===== src/rtl/sar_search_if.sv =====
// Handshake bundle between the successive-approximation controller and its
// external comparator / requester.
interface sar_search_if #(
    parameter int WIDTH = 4
);
    logic             start;
    logic [WIDTH-1:0] guess;
    logic             guess_valid;
    logic             cmp_valid;
    logic             cmp_eq;
    logic             cmp_gt;
    logic             cmp_lt;
    logic             busy;
    logic             done;
    logic [WIDTH-1:0] result;
    logic             eq_hit;
    logic             err;

    modport master (
        input  start,
        input  cmp_valid,
        input  cmp_eq,
        input  cmp_gt,
        input  cmp_lt,
        output guess,
        output guess_valid,
        output busy,
        output done,
        output result,
        output eq_hit,
        output err
    );

    modport slave (
        output start,
        output cmp_valid,
        output cmp_eq,
        output cmp_gt,
        output cmp_lt,
        input  guess,
        input  guess_valid,
        input  busy,
        input  done,
        input  result,
        input  eq_hit,
        input  err
    );
endinterface


===== src/rtl/sar_search_ctrl.sv =====
// Successive-approximation search controller: walks one trial bit per comparator
// transfer from MSB to LSB, stopping early on equality or on a malformed response.
module sar_search_ctrl #(
    parameter int WIDTH = 4
) (
    input  logic         clk,
    input  logic         rst_n,
    sar_search_if.master bus
);
    localparam int KW = $clog2(WIDTH);

    typedef enum logic [1:0] {
        IDLE  = 2'd0,
        PROBE = 2'd1,
        DONE  = 2'd2
    } state_t;

    state_t           state_q;
    state_t           state_d;
    logic [WIDTH-1:0] work_q;
    logic [WIDTH-1:0] work_d;
    logic [WIDTH-1:0] result_q;
    logic [WIDTH-1:0] result_d;
    logic [KW-1:0]    k_q;
    logic [KW-1:0]    k_d;
    logic             eq_hit_q;
    logic             eq_hit_d;
    logic             err_q;
    logic             err_d;

    logic [WIDTH-1:0] trial_bit;
    logic [WIDTH-1:0] trial;
    logic             xfer;
    logic             resp_onehot;
    logic             last_step;
    logic             finish;

    logic [WIDTH-1:0] guess_c;
    logic             guess_valid_c;
    logic             busy_c;
    logic             done_c;

    always_comb begin
        trial_bit      = '0;
        trial_bit[k_q] = 1'b1;
    end

    assign trial     = work_q | trial_bit;
    assign xfer      = (state_q == PROBE) && bus.cmp_valid;
    assign last_step = (k_q == '0);

    // Exactly one of eq/gt/lt may be set; anything else aborts the search.
    assign resp_onehot = ({bus.cmp_eq, bus.cmp_gt, bus.cmp_lt} == 3'b100) ||
                         ({bus.cmp_eq, bus.cmp_gt, bus.cmp_lt} == 3'b010) ||
                         ({bus.cmp_eq, bus.cmp_gt, bus.cmp_lt} == 3'b001);

    assign finish = xfer && (!resp_onehot || bus.cmp_eq || last_step);

    always_ff @(posedge clk or negedge rst_n) begin
        if (!rst_n) begin
            state_q <= IDLE;
        end else begin
            state_q <= state_d;
        end
    end

    always_comb begin
        state_d = state_q;
        case (state_q)
            IDLE:    if (bus.start) state_d = PROBE;
            PROBE:   if (finish)    state_d = DONE;
            DONE:    state_d = IDLE;
            default: state_d = IDLE;
        endcase
    end

    always_comb begin
        guess_c       = '0;
        guess_valid_c = 1'b0;
        busy_c        = 1'b0;
        done_c        = 1'b0;
        case (state_q)
            PROBE: begin
                guess_c       = trial;
                guess_valid_c = 1'b1;
                busy_c        = 1'b1;
            end
            DONE:    done_c = 1'b1;
            default: ;
        endcase
    end

    always_comb begin
        work_d   = work_q;
        k_d      = k_q;
        result_d = result_q;
        eq_hit_d = eq_hit_q;
        err_d    = err_q;
        case (state_q)
            IDLE: begin
                if (bus.start) begin
                    work_d   = '0;
                    k_d      = KW'(WIDTH - 1);
                    result_d = '0;
                    eq_hit_d = 1'b0;
                    err_d    = 1'b0;
                end
            end
            PROBE: begin
                if (xfer) begin
                    if (!resp_onehot) begin
                        err_d    = 1'b1;
                        eq_hit_d = 1'b0;
                        result_d = work_q;
                    end else if (bus.cmp_eq) begin
                        eq_hit_d = 1'b1;
                        result_d = trial;
                    end else begin
                        // gt keeps the trial bit, lt drops it.
                        if (bus.cmp_gt) work_d = trial;
                        if (last_step) begin
                            result_d = bus.cmp_gt ? trial : work_q;
                        end else begin
                            k_d = k_q - KW'(1);
                        end
                    end
                end
            end
            default: ;
        endcase
    end

    always_ff @(posedge clk or negedge rst_n) begin
        if (!rst_n) begin
            work_q   <= '0;
            k_q      <= KW'(WIDTH - 1);
            result_q <= '0;
            eq_hit_q <= 1'b0;
            err_q    <= 1'b0;
        end else begin
            work_q   <= work_d;
            k_q      <= k_d;
            result_q <= result_d;
            eq_hit_q <= eq_hit_d;
            err_q    <= err_d;
        end
    end

    assign bus.guess       = guess_c;
    assign bus.guess_valid = guess_valid_c;
    assign bus.busy        = busy_c;
    assign bus.done        = done_c;
    assign bus.result      = result_q;
    assign bus.eq_hit      = eq_hit_q;
    assign bus.err         = err_q;
endmodule


===== src/flat_wrapper.sv =====
// flat-port wrapper written by rule: the top's interface ports become plain ports
module sar_search_ctrl_flat 
#(
    parameter int WIDTH = 4
)
  (clk, rst_n, bus_start, bus_cmp_valid, bus_cmp_eq, bus_cmp_gt, bus_cmp_lt, bus_guess, bus_guess_valid, bus_busy, bus_done, bus_result, bus_eq_hit, bus_err);
  sar_search_if #(.WIDTH(WIDTH)) bus_i ();
  input  logic clk;
  input  logic rst_n;
  input wire logic [$bits(bus_i.start)-1:0] bus_start;
  input wire logic [$bits(bus_i.cmp_valid)-1:0] bus_cmp_valid;
  input wire logic [$bits(bus_i.cmp_eq)-1:0] bus_cmp_eq;
  input wire logic [$bits(bus_i.cmp_gt)-1:0] bus_cmp_gt;
  input wire logic [$bits(bus_i.cmp_lt)-1:0] bus_cmp_lt;
  output wire logic [$bits(bus_i.guess)-1:0] bus_guess;
  output wire logic [$bits(bus_i.guess_valid)-1:0] bus_guess_valid;
  output wire logic [$bits(bus_i.busy)-1:0] bus_busy;
  output wire logic [$bits(bus_i.done)-1:0] bus_done;
  output wire logic [$bits(bus_i.result)-1:0] bus_result;
  output wire logic [$bits(bus_i.eq_hit)-1:0] bus_eq_hit;
  output wire logic [$bits(bus_i.err)-1:0] bus_err;
  assign bus_i.start = bus_start;
  assign bus_i.cmp_valid = bus_cmp_valid;
  assign bus_i.cmp_eq = bus_cmp_eq;
  assign bus_i.cmp_gt = bus_cmp_gt;
  assign bus_i.cmp_lt = bus_cmp_lt;
  assign bus_guess = bus_i.guess;
  assign bus_guess_valid = bus_i.guess_valid;
  assign bus_busy = bus_i.busy;
  assign bus_done = bus_i.done;
  assign bus_result = bus_i.result;
  assign bus_eq_hit = bus_i.eq_hit;
  assign bus_err = bus_i.err;
  sar_search_ctrl #(.WIDTH(WIDTH)) u_core (.clk(clk), .rst_n(rst_n), .bus(bus_i));
endmodule

===== config.mk =====
export PLATFORM = sky130hd
export DESIGN_NAME = sar_search_ctrl_flat
export DESIGN_NICKNAME = d
export VERILOG_FILES = /design/src/rtl/sar_search_if.sv /design/src/rtl/sar_search_ctrl.sv /design/src/flat_wrapper.sv
export SDC_FILE = /design/constraint.sdc
export NUM_CORES = 1
export LEC_CHECK = 0
export BUFFER_PORTS_ARGS = -buffer_cell sky130_fd_sc_hd__buf_2
export CAP_MARGIN = 20
export CORE_MARGIN = 4
export CORE_UTILIZATION = 55
export DETAILED_ROUTE_END_ITERATION = 6
export PLACE_DENSITY = 0.81
export SYNTH_ARGS = -nofsm -noshare
export SYNTH_HDL_FRONTEND = slang
export SYNTH_SLANG_ARGS = --single-unit

===== constraint.sdc =====
create_clock -name clk -period 5.17 [get_ports clk]
set_input_delay 0.517 -clock clk [delete_from_list [all_inputs] [get_ports clk]]
set_output_delay 0.517 -clock clk [all_outputs]
set_load 0.005 [all_outputs]

==> results.yml <==
yosys:
  syn-num-nets: 106
  ys_types: 38
  synthArstFlopShare_pct: 100.0
  synthTopCellsByArea: "dfrtp_1 (35%), dfstp_2 (6.1%), a31oi_1 (5.8%), ha_1 (5.8%), nor2_1 (5.2%)"
  muxShareOfSynthArea_pct: 1.161
  synth-warning-count: 0
  synth_area_per_cell_um2: 9.074
  synth_simple_gate_area_share_pct: 18.00
  netlist.area_leader.share_pct: 34.83
  synth_fa_ha_area_share_pct: 5.806
  synth_compound_area_share_pct: 20.46
  netlist_instances: 95
  synth_top_family_by_area: "compound AO/OA/AOI/OAI gates"
  yosys_most_used_dff: "dfrtp_1"
  netlist_area_um2: 862.1
  synth_edf_count: 0
  netlist.top_cell.by_area: "dfrtp_1"
  synth_common_cells: "dfrtp_1 (12), nor2_1 (12), inv_1 (10), a31oi_1 (8), o22ai_1 (5)"
  synthXorXnorAreaFrac_pct: 4.064
  ys_seq_area_share_pct: 40.93
  ys_ff_latch: 14
placed_design:
  place.gp.congestion: 0.8541
  numPortBuffers: 19
  placed_cells: 122
  hpwl_um: 1390
global_routing:
  grt.total_usage_pct: 18.83
  grt.overflow.total: 0
  grt_max_degree: 15
  antenna_found_initial: 0
  first_global_vias: 717
  grt_pass1_wl_um: 3049
drt:
  wl_per_cell_um: 14.94
  viasPerCell: 6.262
  routed-via-count: 789
  routed_wl_um: 1883
  ant_nets: 0
  drt_pass1_iterations: 4
  drc: 0
  drt_iter0_drc: 38
sta:
  fin_crit_sh_pct: 39.38
  fin_tns_setup_ns: 0
  skew_ns: 0.007438
  hold_violations: 0
  fin_crit_ns: 2.036
  setup_viol: 0
  worst_pin_slew_ns: 0.6013
  relSlewSlack_pct: 59.83
  maxSlewViolCount: 0
  rsz0062_at_grt: "false"
  fmax_mhz: 491.2
clocking:
  cts_hold_buf: 0
  clkSinkCount: 14
  numCtsBuffers: 3
  path_clk_slew_ns: 0.09
  cts_tree: "done"
  cts.path.max_buffers: 2
  cts_resized: 0
  worstSkewPairLatency_ns: 0.28
  htreeDepth: 1
  cts-root-buf: "clkbuf_4"
  cts_setup_buffers: 0
die:
  rows: 14
  dieHeight_um: 47.59
  die_w_um: 47.59
  core-area_um2: 1489
  start_util_pct: 57.90
  pin_count: 20
  dieArea_um2: 2265
final_layout:
  regArea_um2: 352.8
  multiInputGateArea_um2: 426.7
  final_nets: 122
  final_cells: 126
  n_fill_cell: 121
  insertedDiodeCount: 0
  layout-drive-gt1-share_pct: 21.82
  syn_to_final_growth_pct: 11.18
flow_run:
  maxCapViolCount: 0
pwr:
  leakagePower_nw: 0.4885
  power_density_nw_per_um2: 411.4
  ir_drop_mv: 0.2663
critical_path:
  required_ns: 4.65
  crit_path_start_kind: "flip-flop"
  critical_path_class: "flip-flop to primary output"
  worst_ep_arrival_time_ns: 1.52
  critPathMaxFanout: 9
  cp-end-kind: "primary output"
worst_hold_path:
  hold_path.class: "primary input to async pin"
run_status:
  run_status: "finished, final reports clean"
-- worst max-delay path, stage by stage, from the launching register on --
cell	delay (ns)
dfstp_2	0.57
inv_1	0.08
ha_1	0.30
nor2_1	0.12
nor2_1	0.05
buf_2	0.13
-- worst paths after layout --
kind | from | endpoint | slack, ns | depth (start not counted)
worst max register to register | u_core.k_q[0] | u_core.bus.result[0] | 3.39 | 4
worst min-delay path | rst_n | u_core.bus.result[1] | 0.11 | 1
max in group asynchronous | rst_n | u_core.k_q[1] | 4.77 | 1
worst max-delay path | u_core.k_q[0] | bus_guess[0] | 3.13 | 5
min in group clk | u_core.bus.err | u_core.bus.err | 0.50 | 1
worst min register to register | u_core.bus.err | u_core.bus.err | 0.50 | 1
-- through the flow --
stage	hold WS (ns)	area (um^2)	util [%]	worst slack, ns	power (W)
floorplan	0.2214	862.1	-	3.499	0.0002786
global placement	0.4227	932.1	62.61	3.413	0.0003226
detailed placement	0.4244	932.1	62.61	3.401	0.0003296
CTS	0.1131	958.4	64.37	3.131	0.0003956
global route	0.1185	958.4	64.37	3.041	0.0004271
finish	0.1077	958.4	64.37	3.134	0.0003943
-- layout make-up --
class / count / area share, %
clock buffers: 4 / 2.742
repair buffers: 19 / 9.922
well taps: 16 / 2.089
inverters: 10 / 3.916
multi-input cells: 63 / 44.52
flip-flops and latches: 14 / 36.81
-- registers in the layout, indices dropped and copies added (netlist names) --
name and cells:
u_core.bus.err 1, u_core.bus.result 4, u_core.k_q 2, u_core.bus.eq_hit 1
u_core.work_q 4, u_core.state_q 2
-- cells by family after synthesis --
group	Yosys count
fa+ha+maj	4
compound gates	26
xor+xnor	4
buf+inv	18
simple gates	28
flops	14
mux	1
-- where the power goes --
part            total, W  internal, W  leakage (nW)  switching, W
logic           0.000165    0.0000702         0.290     0.0000945
registers       0.000163     0.000136         0.184     0.0000270
clock network  0.0000662    0.0000300        0.0150     0.0000362
total           0.000394     0.000237         0.488      0.000158
-- metal layers --
| layer | vias to the layer above | part of all wire (%) | routed length, um | GRT usage, % |
|---|---|---|---|---|
| met5 | - | 0 | 0 | 0 |
| met4 | 0 | 1.0 | 19 | 7.527 |
| met3 | 4 | 8.3 | 157 | 4.511 |
| met2 | 39 | 50 | 933 | 30.75 |
| met1 | 380 | 41 | 772 | 23.91 |
| li1 | 366 | - | - | - |
-- cell usage in the layout (no fill, tap or decap), types with 2 or more instances in the layout --
master	n
buf_2	19
nor2_1	12
dfrtp_1	12
inv_1	10
a31oi_1	8
o22ai_1	5
ha_1	4
xor2_1	3
o21ai_0	3
clkbuf_4	3
nor2b_1	2
nor3b_1	2
a211oi_1	2
dfstp_2	2
Power figures use the tool's default switching activity.
